**src/rtl/res_station_bank_pkg.sv**
```systemverilog
`default_nettype none
// ============================================================================
//  Module   : res_station_pkg
//  Brief    : Shared types and constants for the reservation-station bank.
//  Revision : 1.0 - initial release
// ============================================================================
package res_station_pkg;

    typedef logic [1:0] rs_state_t;

    localparam rs_state_t c_st_free  = 2'd0;
    localparam rs_state_t c_st_wait  = 2'd1;
    localparam rs_state_t c_st_ready = 2'd2;
    localparam rs_state_t c_st_exec  = 2'd3;

    localparam int          c_tag_none = 0;
    localparam logic [15:0] c_noval    = 16'hFFF0;

    // Slot record at the default 16-bit data / 3-bit tag / 3-bit opcode widths.
    typedef struct packed {
        logic [2:0]  opcode;
        logic [15:0] vj;
        logic [15:0] vk;
        logic [2:0]  qj;
        logic [2:0]  qk;
        rs_state_t   state;
    } rs_entry_t;

endpackage
`default_nettype wire

```
**src/rtl/res_station_bank_if.sv**
```systemverilog
`default_nettype none
// ============================================================================
//  Module   : res_station_bank_if
//  Brief    : Issue, CDB, dispatch and status signals of the station bank.
//  Revision : 1.0 - initial release
// ============================================================================
interface res_station_bank_if #(
    parameter int DATA_W  = 16,
    parameter int TAG_W   = 3,
    parameter int OP_W    = 3,
    parameter int ENTRIES = 4
);
    localparam int c_CNT_W = $clog2(ENTRIES + 1);

    logic                Issue_valid;
    logic                Issue_ready;
    logic [OP_W-1:0]     Issue_opcode;
    logic [DATA_W-1:0]   Issue_vj;
    logic [DATA_W-1:0]   Issue_vk;
    logic [TAG_W-1:0]    Issue_qj;
    logic [TAG_W-1:0]    Issue_qk;
    logic [TAG_W-1:0]    Issue_tag;
    logic                Cdb_valid;
    logic [TAG_W-1:0]    Cdb_tag;
    logic [DATA_W-1:0]   Cdb_value;
    logic                Disp_valid;
    logic                Disp_ready;
    logic [OP_W-1:0]     Disp_opcode;
    logic [DATA_W-1:0]   Disp_vj;
    logic [DATA_W-1:0]   Disp_vk;
    logic [TAG_W-1:0]    Disp_tag;
    logic [ENTRIES-1:0]  Busy_vec;
    logic [c_CNT_W-1:0]  Count;

    modport slave (
        input  Issue_valid, Issue_opcode, Issue_vj, Issue_vk, Issue_qj, Issue_qk,
        input  Cdb_valid, Cdb_tag, Cdb_value, Disp_ready,
        output Issue_ready, Issue_tag, Disp_valid, Disp_opcode, Disp_vj, Disp_vk,
        output Disp_tag, Busy_vec, Count
    );

    modport master (
        output Issue_valid, Issue_opcode, Issue_vj, Issue_vk, Issue_qj, Issue_qk,
        output Cdb_valid, Cdb_tag, Cdb_value, Disp_ready,
        input  Issue_ready, Issue_tag, Disp_valid, Disp_opcode, Disp_vj, Disp_vk,
        input  Disp_tag, Busy_vec, Count
    );

endinterface
`default_nettype wire

```
**src/rtl/res_station_bank_entry.sv**
```systemverilog
`default_nettype none
// ============================================================================
//  Module   : rs_entry
//  Brief    : One reservation slot: FREE/WAIT/READY/EXEC FSM with CDB capture.
//  Revision : 1.0 - initial release
// ============================================================================
module rs_entry
    import res_station_pkg::*;
#(
    parameter int                DATA_W = 16,
    parameter int                TAG_W  = 3,
    parameter int                OP_W   = 3,
    parameter logic [TAG_W-1:0]  MY_TAG = 1,
    parameter logic [DATA_W-1:0] NOVAL  = '1
) (
    input  wire logic              Clock,
    input  wire logic              Reset,
    input  wire logic              i_alloc,
    input  wire logic [OP_W-1:0]   i_opcode,
    input  wire logic [DATA_W-1:0] i_vj,
    input  wire logic [DATA_W-1:0] i_vk,
    input  wire logic [TAG_W-1:0]  i_qj,
    input  wire logic [TAG_W-1:0]  i_qk,
    input  wire logic              i_cdb_valid,
    input  wire logic [TAG_W-1:0]  i_cdb_tag,
    input  wire logic [DATA_W-1:0] i_cdb_value,
    input  wire logic              i_dispatch,
    output rs_state_t              o_state,
    output logic [OP_W-1:0]        o_opcode,
    output logic [DATA_W-1:0]      o_vj,
    output logic [DATA_W-1:0]      o_vk,
    output logic                   o_complete
);
    rs_state_t         r_state;
    logic [OP_W-1:0]   r_opcode;
    logic [DATA_W-1:0] r_vj, r_vk;
    logic [TAG_W-1:0]  r_qj, r_qk;

    logic              w_cdb_live, w_is_free, w_hit_j, w_hit_k, w_ops_ok;
    logic [TAG_W-1:0]  w_qj_src, w_qk_src, w_qj_nxt, w_qk_nxt;
    logic [DATA_W-1:0] w_vj_src, w_vk_src, w_vj_nxt, w_vk_nxt;

    assign w_cdb_live = i_cdb_valid && (i_cdb_tag != TAG_W'(c_tag_none));
    assign w_is_free  = (r_state == c_st_free);

    // A free slot feeds the issuing operands through the same capture path,
    // which gives the issue/CDB bypass for free.
    assign w_qj_src = w_is_free ? i_qj : r_qj;
    assign w_qk_src = w_is_free ? i_qk : r_qk;
    assign w_vj_src = w_is_free ? ((i_qj == '0) ? i_vj : NOVAL) : r_vj;
    assign w_vk_src = w_is_free ? ((i_qk == '0) ? i_vk : NOVAL) : r_vk;

    assign w_hit_j  = w_cdb_live && (w_qj_src == i_cdb_tag);
    assign w_hit_k  = w_cdb_live && (w_qk_src == i_cdb_tag);
    assign w_qj_nxt = w_hit_j ? '0 : w_qj_src;
    assign w_qk_nxt = w_hit_k ? '0 : w_qk_src;
    assign w_vj_nxt = w_hit_j ? i_cdb_value : w_vj_src;
    assign w_vk_nxt = w_hit_k ? i_cdb_value : w_vk_src;
    assign w_ops_ok = (w_qj_nxt == '0) && (w_qk_nxt == '0);

    assign o_complete = (r_state == c_st_exec) && w_cdb_live && (i_cdb_tag == MY_TAG);

    always_ff @(posedge Clock) begin
        if (!Reset) begin
            r_state  <= c_st_free;
            r_opcode <= '0;
            r_vj     <= NOVAL;
            r_vk     <= NOVAL;
            r_qj     <= '0;
            r_qk     <= '0;
        end else begin
            case (r_state)
                c_st_free: if (i_alloc) begin
                    r_opcode <= i_opcode;
                    r_vj     <= w_vj_nxt;
                    r_vk     <= w_vk_nxt;
                    r_qj     <= w_qj_nxt;
                    r_qk     <= w_qk_nxt;
                    r_state  <= w_ops_ok ? c_st_ready : c_st_wait;
                end
                c_st_wait: begin
                    r_vj <= w_vj_nxt;
                    r_vk <= w_vk_nxt;
                    r_qj <= w_qj_nxt;
                    r_qk <= w_qk_nxt;
                    if (w_ops_ok) r_state <= c_st_ready;
                end
                c_st_ready: if (i_dispatch) r_state <= c_st_exec;
                c_st_exec:  if (o_complete) r_state <= c_st_free;
                default:    r_state <= c_st_free;
            endcase
        end
    end

    assign o_state  = r_state;
    assign o_opcode = r_opcode;
    assign o_vj     = r_vj;
    assign o_vk     = r_vk;

endmodule
`default_nettype wire

```
**src/rtl/res_station_bank.sv**
```systemverilog
`default_nettype none
// ============================================================================
//  Module   : res_station_bank
//  Brief    : Multi-entry Tomasulo reservation station feeding one FU.
//             Define RS_AGE_ORDER_EN for oldest-first dispatch.
//  Revision : 1.0 - initial release
// ============================================================================
module res_station_bank
    import res_station_pkg::*;
#(
    parameter int          DATA_W   = 16,
    parameter int          TAG_W    = 3,
    parameter int          OP_W     = 3,
    parameter int          ENTRIES  = 4,
    parameter int          BASE_TAG = 1,
    parameter logic [15:0] NOVAL    = c_noval
) (
    input wire logic          Clock,
    input wire logic          Reset,
    res_station_bank_if.slave bus
);
    localparam int c_IDX_W = (ENTRIES > 1) ? $clog2(ENTRIES) : 1;
    localparam int c_CNT_W = $clog2(ENTRIES + 1);

    rs_state_t          w_state [ENTRIES];
    logic [OP_W-1:0]    w_op    [ENTRIES];
    logic [DATA_W-1:0]  w_vj    [ENTRIES];
    logic [DATA_W-1:0]  w_vk    [ENTRIES];
    logic [ENTRIES-1:0] w_free, w_ready, w_complete, w_alloc, w_dispatch;
    logic [c_IDX_W-1:0] w_alloc_idx, w_disp_idx;
    logic               w_any_free, w_issue_fire, w_disp_valid, w_disp_fire;
    logic [c_CNT_W-1:0] r_count;

    for (genvar gi = 0; gi < ENTRIES; gi++) begin : g_entry
        rs_entry #(
            .DATA_W (DATA_W),
            .TAG_W  (TAG_W),
            .OP_W   (OP_W),
            .MY_TAG (TAG_W'(BASE_TAG + gi)),
            .NOVAL  (DATA_W'(NOVAL))
        ) u_entry (
            .Clock       (Clock),
            .Reset       (Reset),
            .i_alloc     (w_alloc[gi]),
            .i_opcode    (bus.Issue_opcode),
            .i_vj        (bus.Issue_vj),
            .i_vk        (bus.Issue_vk),
            .i_qj        (bus.Issue_qj),
            .i_qk        (bus.Issue_qk),
            .i_cdb_valid (bus.Cdb_valid),
            .i_cdb_tag   (bus.Cdb_tag),
            .i_cdb_value (bus.Cdb_value),
            .i_dispatch  (w_dispatch[gi]),
            .o_state     (w_state[gi]),
            .o_opcode    (w_op[gi]),
            .o_vj        (w_vj[gi]),
            .o_vk        (w_vk[gi]),
            .o_complete  (w_complete[gi])
        );
        assign w_free[gi]     = (w_state[gi] == c_st_free);
        assign w_ready[gi]    = (w_state[gi] == c_st_ready);
        assign w_dispatch[gi] = w_disp_fire && (w_disp_idx == c_IDX_W'(gi));
    end

    // Downward scan so the lowest free index wins.
    always_comb begin
        w_any_free  = 1'b0;
        w_alloc_idx = '0;
        for (int i = ENTRIES - 1; i >= 0; i--) begin
            if (w_free[i]) begin
                w_any_free  = 1'b1;
                w_alloc_idx = c_IDX_W'(i);
            end
        end
    end

    assign w_issue_fire = bus.Issue_valid && w_any_free;
    assign w_alloc      = w_issue_fire ? (ENTRIES'(1) << w_alloc_idx) : '0;
    assign w_disp_valid = |w_ready;
    assign w_disp_fire  = w_disp_valid && bus.Disp_ready;

`ifdef RS_AGE_ORDER_EN
    // Rank 0 is the oldest occupant; ranks stay dense across frees.
    logic [c_IDX_W-1:0] r_age [ENTRIES];
    logic [c_IDX_W-1:0] w_done_age, w_best_age;
    logic               w_any_done, w_found;

    always_comb begin
        w_any_done = |w_complete;
        w_done_age = '0;
        for (int i = 0; i < ENTRIES; i++) begin
            if (w_complete[i]) w_done_age = r_age[i];
        end
    end

    always_ff @(posedge Clock) begin
        for (int i = 0; i < ENTRIES; i++) begin
            if (!Reset) begin
                r_age[i] <= '0;
            end else if (w_alloc[i]) begin
                r_age[i] <= c_IDX_W'(r_count) - c_IDX_W'(w_any_done);
            end else if (w_any_done && !w_free[i] && (r_age[i] > w_done_age)) begin
                r_age[i] <= r_age[i] - c_IDX_W'(1);
            end
        end
    end

    always_comb begin
        w_disp_idx = '0;
        w_best_age = '0;
        w_found    = 1'b0;
        for (int i = 0; i < ENTRIES; i++) begin
            if (w_ready[i] && (!w_found || (r_age[i] < w_best_age))) begin
                w_disp_idx = c_IDX_W'(i);
                w_best_age = r_age[i];
                w_found    = 1'b1;
            end
        end
    end
`else
    always_comb begin
        w_disp_idx = '0;
        for (int i = ENTRIES - 1; i >= 0; i--) begin
            if (w_ready[i]) w_disp_idx = c_IDX_W'(i);
        end
    end
`endif

    always_ff @(posedge Clock) begin
        if (!Reset) begin
            r_count <= '0;
        end else begin
            r_count <= r_count + c_CNT_W'(w_issue_fire) - c_CNT_W'(|w_complete);
        end
    end

    assign bus.Issue_ready = w_any_free;
    assign bus.Issue_tag   = TAG_W'(BASE_TAG) + TAG_W'(w_alloc_idx);
    assign bus.Disp_valid  = w_disp_valid;
    assign bus.Disp_opcode = w_op[w_disp_idx];
    assign bus.Disp_vj     = w_vj[w_disp_idx];
    assign bus.Disp_vk     = w_vk[w_disp_idx];
    assign bus.Disp_tag    = TAG_W'(BASE_TAG) + TAG_W'(w_disp_idx);
    assign bus.Busy_vec    = ~w_free;
    assign bus.Count       = r_count;

endmodule
`default_nettype wire

```
**src/flat_wrapper.sv**
```systemverilog
// flat-port wrapper written by rule: the top's interface ports become plain ports
module res_station_bank_flat import res_station_pkg::*;
#(
    parameter int          DATA_W   = 16,
    parameter int          TAG_W    = 3,
    parameter int          OP_W     = 3,
    parameter int          ENTRIES  = 4,
    parameter int          BASE_TAG = 1,
    parameter logic [15:0] NOVAL    = c_noval
)
  (Clock, Reset, bus_Issue_valid, bus_Issue_opcode, bus_Issue_vj, bus_Issue_vk, bus_Issue_qj, bus_Issue_qk, bus_Cdb_valid, bus_Cdb_tag, bus_Cdb_value, bus_Disp_ready, bus_Issue_ready, bus_Issue_tag, bus_Disp_valid, bus_Disp_opcode, bus_Disp_vj, bus_Disp_vk, bus_Disp_tag, bus_Busy_vec, bus_Count);
  res_station_bank_if #(.DATA_W(DATA_W), .TAG_W(TAG_W), .OP_W(OP_W), .ENTRIES(ENTRIES)) bus_i ();
  input wire logic Clock;
  input wire logic Reset;
  input wire logic [$bits(bus_i.Issue_valid)-1:0] bus_Issue_valid;
  input wire logic [$bits(bus_i.Issue_opcode)-1:0] bus_Issue_opcode;
  input wire logic [$bits(bus_i.Issue_vj)-1:0] bus_Issue_vj;
  input wire logic [$bits(bus_i.Issue_vk)-1:0] bus_Issue_vk;
  input wire logic [$bits(bus_i.Issue_qj)-1:0] bus_Issue_qj;
  input wire logic [$bits(bus_i.Issue_qk)-1:0] bus_Issue_qk;
  input wire logic [$bits(bus_i.Cdb_valid)-1:0] bus_Cdb_valid;
  input wire logic [$bits(bus_i.Cdb_tag)-1:0] bus_Cdb_tag;
  input wire logic [$bits(bus_i.Cdb_value)-1:0] bus_Cdb_value;
  input wire logic [$bits(bus_i.Disp_ready)-1:0] bus_Disp_ready;
  output wire logic [$bits(bus_i.Issue_ready)-1:0] bus_Issue_ready;
  output wire logic [$bits(bus_i.Issue_tag)-1:0] bus_Issue_tag;
  output wire logic [$bits(bus_i.Disp_valid)-1:0] bus_Disp_valid;
  output wire logic [$bits(bus_i.Disp_opcode)-1:0] bus_Disp_opcode;
  output wire logic [$bits(bus_i.Disp_vj)-1:0] bus_Disp_vj;
  output wire logic [$bits(bus_i.Disp_vk)-1:0] bus_Disp_vk;
  output wire logic [$bits(bus_i.Disp_tag)-1:0] bus_Disp_tag;
  output wire logic [$bits(bus_i.Busy_vec)-1:0] bus_Busy_vec;
  output wire logic [$bits(bus_i.Count)-1:0] bus_Count;
  assign bus_i.Issue_valid = bus_Issue_valid;
  assign bus_i.Issue_opcode = bus_Issue_opcode;
  assign bus_i.Issue_vj = bus_Issue_vj;
  assign bus_i.Issue_vk = bus_Issue_vk;
  assign bus_i.Issue_qj = bus_Issue_qj;
  assign bus_i.Issue_qk = bus_Issue_qk;
  assign bus_i.Cdb_valid = bus_Cdb_valid;
  assign bus_i.Cdb_tag = bus_Cdb_tag;
  assign bus_i.Cdb_value = bus_Cdb_value;
  assign bus_i.Disp_ready = bus_Disp_ready;
  assign bus_Issue_ready = bus_i.Issue_ready;
  assign bus_Issue_tag = bus_i.Issue_tag;
  assign bus_Disp_valid = bus_i.Disp_valid;
  assign bus_Disp_opcode = bus_i.Disp_opcode;
  assign bus_Disp_vj = bus_i.Disp_vj;
  assign bus_Disp_vk = bus_i.Disp_vk;
  assign bus_Disp_tag = bus_i.Disp_tag;
  assign bus_Busy_vec = bus_i.Busy_vec;
  assign bus_Count = bus_i.Count;
  res_station_bank #(.DATA_W(DATA_W), .TAG_W(TAG_W), .OP_W(OP_W), .ENTRIES(ENTRIES), .BASE_TAG(BASE_TAG), .NOVAL(NOVAL)) u_core (.Clock(Clock), .Reset(Reset), .bus(bus_i));
endmodule
```
**config.mk**
```make
export PLATFORM = sky130hd
export DESIGN_NAME = res_station_bank_flat
export DESIGN_NICKNAME = d
export VERILOG_FILES = /design/src/rtl/res_station_bank_pkg.sv /design/src/rtl/res_station_bank_if.sv /design/src/rtl/res_station_bank_entry.sv /design/src/rtl/res_station_bank.sv /design/src/flat_wrapper.sv
export SDC_FILE = /design/constraint.sdc
export NUM_CORES = 1
export LEC_CHECK = 0
export CORE_AREA = 2 2 165 167
export DETAILED_ROUTE_END_ITERATION = 7
export DIE_AREA = 0 0 167 169
export PLACE_DENSITY = 0.68
export SYNTH_ARGS = -nofsm -noshare
export SYNTH_HDL_FRONTEND = slang
export SYNTH_SLANG_ARGS = --single-unit
```
**constraint.sdc**
```tcl
create_clock -name Clock -period 2.76 [get_ports Clock]
set_clock_uncertainty 0.1 [all_clocks]
set_input_delay 0.552 -clock Clock [delete_from_list [all_inputs] [get_ports Clock]]
set_output_delay 0.552 -clock Clock [all_outputs]
set_load 0.005 [all_outputs]
```
==> results of run 1 <==
## cell families (layout without fill, tap and decap cells)
group / Yosys count / count (layout) / synth area share
DFF: 175 / 175 / 0.338
AOI/OAI and AO/OA: 260 / 260 / 0.192
muxes: 159 / 159 / 0.155
and+or+nand+nor: 472 / 472 / 0.204
buffers and inverters: 132 / 417 / 0.0589
xor gates and xnor gates: 23 / 23 / 0.0194
adders and majority gates: 27 / 27 / 0.0333
## final timing paths
check | endpoint | slack [ns] | depth (start not counted)
max | bus_Disp_opcode[2] | -0.25 | 14
min | u_core.g_entry[0].u_entry.o_opcode[2] | 0.36 | 2
max reg2reg | u_core.g_entry[3].u_entry.o_vj[4] | -0.05 | 14
min reg2reg | u_core.g_entry[0].u_entry.o_opcode[2] | 0.36 | 2
## synth_stat cells (all sizes together), types with 8 or more instances
master  count  area [um^2]
a32oi      10         87.6
a211oi     20          150
nand2     291         1090
clkbuf     75          282
mux2i     153         1540
and3       35          219
a22oi      12         90.1
nor2b      17          106
o211ai     96          721
buf        34          243
a21oi      14         77.6
a31oi      35          219
o21ai      16          106
ha         26          325
a21boi     11         86.3
nor2       46          173
xnor2      16          140
dfxtp     175         3500
and2       19          119
o211a       9         90.1
nand2b     26          163
nor3       11         55.1
inv        20         75.1
nand3       8         40.0
## report_power, final
group	internal (mW)	total [mW]	switching [mW]
Clock	1.44	2.58	1.14
Combinational	5.85	11.4	5.52
Sequential	3.11	3.47	0.354
## area by class of cell
type                            instances  area share
Tap cell                              341      0.0276
Clock buffer                           17      0.0275
Inverter                               23     0.00705
Timing Repair Buffer                  363       0.238
Sequential cell                       175       0.227
Clock inverter                         14      0.0115
Multi-Input combinational cell        941       0.460
## metrics by stage
step / util / cells
after floorplan: - / 1248
after global placement: 0.490 / 1751
after detailed placement: 0.490 / 1751
after CTS: 0.548 / 1840
after global routing: 0.583 / 1874
final: 0.583 / 1874
## flip-flops by register name (all words and copies together), names as in the netlist
register / count
u_core.g_entry.u_entry.o_vj: 64
u_core.g_entry.u_entry.o_vk: 64
u_core.g_entry.u_entry.o_opcode: 12
u_core.g_entry.u_entry.r_qj: 12
u_core.g_entry.u_entry.r_qk: 12
u_core.g_entry.u_entry.o_state: 8
u_core.bus.Count: 3
## worst reg2reg max path: stages (launching register included)
cell and delay, ns:
dfxtp_2 0.34, buf_6 0.11, buf_6 0.11, inv_4 0.06, ha_4 0.16, buf_6 0.11, buf_4 0.12, buf_12 0.13
mux2i_1 0.29, o21ai_1 0.20, o2111a_1 0.23, a21oi_2 0.28, buf_12 0.22, nand2_1 0.13, o211ai_1 0.15
## what timing repair did
| action | in CTS | in global routing |
|---|---|---|
| endpoints found under the setup margin | 144 | 179 |
| pin swaps | 28 | 56 |
| hold endpoints to repair | 0 | 0 |
| gates cloned | 8 | 6 |
| gates resized for setup | 260 | 144 |
| setup buffers | 53 | 37 |
## layer usage
| metal | up-vias | global-route usage | wire length [um] |
|---|---|---|---|
| met4 | 0 | 0.0960 | 1280 |
| met1 | 5278 | 0.320 | 15700 |
| met3 | 105 | 0.0531 | 3060 |
| li1 | 4988 | - | - |
| met5 | - | 0 | 0 |
| met2 | 542 | 0.430 | 18500 |
==> flow_metrics.tcl, run 1 <==
set metrics [dict create \
    clk_pin_slew_ns 0.07 \
    slew-limit-headroom 0.662 \
    arrival_ns 2.36 \
    core_mm2 0.0265 \
    critPathLaunchType "flop" \
    cts_tree "done" \
    ant_nets 0 \
    io_pins 115 \
    io_buffers 114 \
    synthDistinctLibCells 68 \
    worst_setup_path_end_kind "output pin" \
    violations "negative setup slack" \
    crit_required_ns 2.11 \
    syn_to_final_growth_pct 48.9 \
    final_common_cell "nand2_1" \
    power_mw 17.4 \
    viasPerCell 5.82 \
    slew_viol_final 0 \
    fmax_mhz 332 \
    ys_ff_latch 175 \
    r2r-start "u_core.g_entry[3].u_entry.o_state[1]" \
    layout_common_cells "264 x nand2_1, 167 x dfxtp_1, 161 x buf_4" \
    drive_above_1_share 0.320 \
    syn-num-nets 1340 \
    gp_congestion 0.898 \
    avgSynthCellArea_um2 8.31 \
    critPathSlowestCell "dfxtp_2" \
    rows 60 \
    critPathMaxFanout 6 \
    synth_seq_area_share 0.338 \
    crit_type "flop to output pin" \
    die_y_um 169 \
    cellPowerDensity_mw_per_mm2 1130 \
    cp_cell_sequence "inv_2 -> ha_4 -> inv_2 -> a21oi_2 -> or2_4 -> buf_8 -> buf_12 -> buf_6 -> buf_6 -> buf_6 -> nand2_1 -> and3_1 -> a31oi_1 -> buf_2" \
    syn_area_mm2 0.0104 \
    finalSetupViolCount 43 \
    slowest_delay_ns 0.33 \
    wl_per_cell_um 20.6 \
    synth-edff-count 0 \
    drtIter0Drc 1075 \
    grt_pass1_wl_um 56900 \
    grt_pass1_vias 10437 \
    seq_area_mm2 0.00351 \
    cts_hold_buf 0 \
    post-route-period-util 1.09 \
    crit_family "buffers and inverters" \
    design_area_mm2 0.0154 \
    timing.hold.ws_ns 0.361 \
    start_util 0.391 \
    groute.usage.overall 0.255 \
    yosys_warnings 0 \
    vdd_drop_max_mv 0.566 \
    worstHoldStart "u_core.g_entry[0].u_entry.o_opcode[2]" \
    cts_root_buffer "clkbuf_16" \
    numCtsBuffers 17 \
    vias 10913 \
    dp_slack_ns -0.333 \
    fin_crit_ns 3.01 \
    finalHoldViolCount 0 \
    nNetsFinal 1613 \
    n_antenna_cell 0 \
    tightest_slew_ns 0.504 \
    firstDrtPassIters 6 \
    hold_class "flop to flop" \
    synth_async_sr_flop_share 0 \
    hpwl_um 22900 \
    h-tree-depth 4 \
    die_w_um 167 \
    status "complete, but fails checks" \
    routed_wl_um 38500 \
    rsz0062_at_grt "yes" \
    num-fill-cells 2196 \
    crit_start "u_core.g_entry[2].u_entry.o_state[0]" \
    cts_buffer_depth 2 \
    overflow 0 \
    dpl_cell_area_mm2 0.0130 \
    cpMostUsedCell "buf_6" \
    ys.flop_type "dfxtp_1" \
    numClockSinks 175 \
    syn_inst 1248 \
    tns_ns -6.00 \
    die-area_mm2 0.0282 \
    drc 0 \
    clk_latency_ns 0.45 \
    max_cap_viol_count 0 \
    antenna_found_initial 0 \
    worst_slack_ns -0.253 \
    worst-path-buf-inv 8 \
    p_leak_nw 7.34 \
    grt_max_degree 104 \
    multi_input_area_mm2 0.00711 \
]
No activity file was read; power rests on OpenSTA's default activity.
==> run 2, diff against run 1 <==
--- a/config.mk
+++ b/config.mk
@@ -5,10 +5,11 @@
 export SDC_FILE = /design/constraint.sdc
 export NUM_CORES = 1
 export LEC_CHECK = 0
-export CORE_AREA = 2 2 165 167
+export CORE_AREA = 2 2 170 172
 export DETAILED_ROUTE_END_ITERATION = 7
-export DIE_AREA = 0 0 167 169
+export DIE_AREA = 0 0 172 174
 export PLACE_DENSITY = 0.68
 export SYNTH_ARGS = -nofsm -noshare
 export SYNTH_HDL_FRONTEND = slang
+export SYNTH_HIERARCHICAL = 1
 export SYNTH_SLANG_ARGS = --single-unit
==> flow_metrics.tcl, run 2 <==
set metrics [dict create \
    status "complete, but fails checks" \
    violations "negative setup slack" \
    firstDrtPassIters 5 \
    arrival_ns 2.24 \
    critPathSlowestCell "dfxtp_2" \
    synth_async_sr_flop_share 0 \
    cellPowerDensity_mw_per_mm2 837 \
    p_leak_nw 6.02 \
    wl_per_cell_um 20.9 \
    post-synth-top-area-fraction 0.315 \
    synth_fa_ha_area_frac 0.0310 \
    cp_cell_sequence "nand2b_4 -> a211oi_4 -> buf_6 -> buf_12 -> buf_8 -> buf_6 -> mux2i_4 -> mux2i_1 -> buf_2" \
    yosysMostFrequentCell "dfxtp_1" \
    final_common_cell "dfxtp_1" \
    finalSetupViolCount 26 \
    synth_seq_area_share 0.315 \
    yosys_warnings 6 \
    yosys.area_share.simple 0.199 \
    cts_tree "done" \
    grt_pass1_wl_um 61200 \
    avgSynthCellArea_um2 8.63 \
    die_w_um 172 \
    r2r_slack_ns -0.05 \
    viasPerCell 6.04 \
    reg2reg_to "u_core/g_entry[2].u_entry/o_state[1]" \
    cts_root_buffer "clkbuf_16" \
    io_buffers 114 \
    synth_xor_xnor_area_share 0.0187 \
    syn_inst 1289 \
    routed_wl_um 40400 \
    layout_common_cells "167 x dfxtp_1, 150 x buf_4, 112 x mux2i_1" \
    groute.usage.overall 0.260 \
    fmax_mhz 346 \
    die-area_mm2 0.0299 \
    r2r.worst_path.cells 13 \
    ant_nets 0 \
    overflow 0 \
    crit_required_ns 2.11 \
    drc 0 \
    crit_type "flop to output pin" \
    fin_crit_ns 2.89 \
    core_mm2 0.0282 \
    critPathMaxFanout 5 \
    hpwl_um 27200 \
    tightest_slew_ns 0.623 \
    rows 62 \
    synthTopCellsByCount "175 x dfxtp_1, 134 x mux2i_1, 103 x nor2_1" \
    tns_ns -1.32 \
    grt_max_degree 81 \
    drive_above_1_share 0.264 \
    worst_setup_path_end_kind "output pin" \
    synthDistinctLibCells 95 \
    r2r-start "u_core/g_entry[2].u_entry/o_state[0]" \
    cts_buffer_depth 2 \
    h-tree-depth 4 \
    hold_class "flop to flop" \
    syn_to_final_growth_pct 36.7 \
    max_cap_viol_count 0 \
    ys.flop_type "dfxtp_1" \
    yosys-mux-area-fraction 0.129 \
    clk_latency_ns 0.43 \
    whs_path_depth 2 \
    synth.largest_area_cell "dfxtp_1" \
    rsz0062_at_grt "yes" \
    worstHoldStart "u_core/g_entry[2].u_entry/o_opcode[1]" \
    grt_pass1_vias 11230 \
    n_antenna_cell 0 \
    antenna_found_initial 0 \
    synth-compound-area-share 0.236 \
    clk_pin_slew_ns 0.07 \
    syn_area_mm2 0.0111 \
    syn-num-nets 1381 \
    post-route-period-util 1.05 \
    ys_ff_latch 175 \
    slew-limit-headroom 0.582 \
    num-fill-cells 2545 \
    vias 11692 \
    worst_slack_ns -0.133 \
    whs_endpoint "u_core/g_entry[2].u_entry/o_opcode[1]" \
    synth_top_family_by_area "compound AO/OA/AOI/OAI gates" \
    start_util 0.394 \
    finalHoldViolCount 0 \
    gp_congestion 0.905 \
    timing.hold.ws_ns 0.358 \
    netlist_top_cells_area "dfxtp_1 31%, mux2i_1 12%, nor2_1 3.5%" \
    slew_viol_final 0 \
    critPathLaunchType "flop" \
    drtIter0Drc 1132 \
    synth-edff-count 0 \
    die_y_um 174 \
    nNetsFinal 1632 \
    vdd_drop_max_mv 0.428 \
    cpMostUsedCell "buf_6" \
    slowest_delay_ns 0.35 \
    io_pins 115 \
    numClockSinks 175 \
    numCtsBuffers 17 \
]
[run 2: worst max-delay path: cells and delay by family (launching register included)]
family          cells  cell delay, ns
buf+inv             5            0.69
flops               1            0.35
mux                 2            0.31
compound gates      1            0.29
simple gates        1            0.16
[run 2: worst max-delay path by stage]
stage	start	endpoint	slack, ns	cells past startpoint
after global routing	u_core/g_entry[1].u_entry/o_state[1]	u_core/bus.Count[2]	-0.17	12
after global placement	bus_Cdb_tag[2]	u_core/bus.Count[2]	-0.57	12
final	u_core/g_entry[2].u_entry/o_state[0]	bus_Disp_vj[6]	-0.13	9
after CTS	u_core/g_entry[2].u_entry/o_state[0]	bus_Disp_vk[8]	-0.11	9
after detailed placement	bus_Cdb_tag[0]	u_core/bus.Count[2]	-0.61	12
after floorplan	u_core/g_entry[1].u_entry/o_state[1]	u_core/g_entry[3].u_entry/o_state[0]	-0.01	10
[run 2: report_power, final]
group          internal [mW]  leakage, nW  switching [mW]
Combinational           3.16         4.31            3.47
Clock                   1.31        0.281            1.16
Sequential              3.20         1.43           0.445
[run 2: repair_timing]
item / 4_1_cts / 5_1_grt
buffers inserted: 37 / 11
setup endpoints to repair: 116 / 158
gates cloned: 3 / 1
pin swaps: 3 / 11
hold buffers: 0 / 0
resized for setup: 212 / 98
[run 2: cell type report]
type | instances | area [um^2] | share of cell area
Multi-Input combinational cell | 965 | 7290 | 0.479
Clock buffer | 19 | 443 | 0.0291
Tap cell | 384 | 480 | 0.0316
Timing Repair Buffer | 328 | 3130 | 0.206
Inverter | 53 | 203 | 0.0133
Clock inverter | 13 | 145 | 0.00954
Sequential cell | 175 | 3520 | 0.231
[run 2: logic make-up after synthesis]
logic type / after synthesis
muxes: 141
DFF: 175
adders and majority gates: 27
and+or+nand+nor: 438
xor gates and xnor gates: 22
buffers and inverters: 149
AOI/OAI and AO/OA: 337
[run 2: layer usage]
metal,vias up,wire length [um],global-route usage
li1,5330,-,-
met4,0,1400,0.111
met2,612,19300,0.431
met5,-,0,0
met3,94,3270,0.0446
met1,5656,16400,0.331
[run 2: through the flow]
step / setup slack, ns / instance area [um^2] / std cells / power [mW] / utilization
4_1_cts: -0.110 / 14900 / 1933 / 12.3 / 0.526
3_5_place_dp: -0.614 / 13800 / 1861 / 9.81 / 0.488
5_1_grt: -0.167 / 15200 / 1937 / 13.4 / 0.539
3_3_place_gp: -0.574 / 13800 / 1861 / 9.65 / 0.488
6_report: -0.133 / 15200 / 1937 / 12.7 / 0.539
2_1_floorplan: -0.0131 / 11100 / 1289 / 7.19 / -
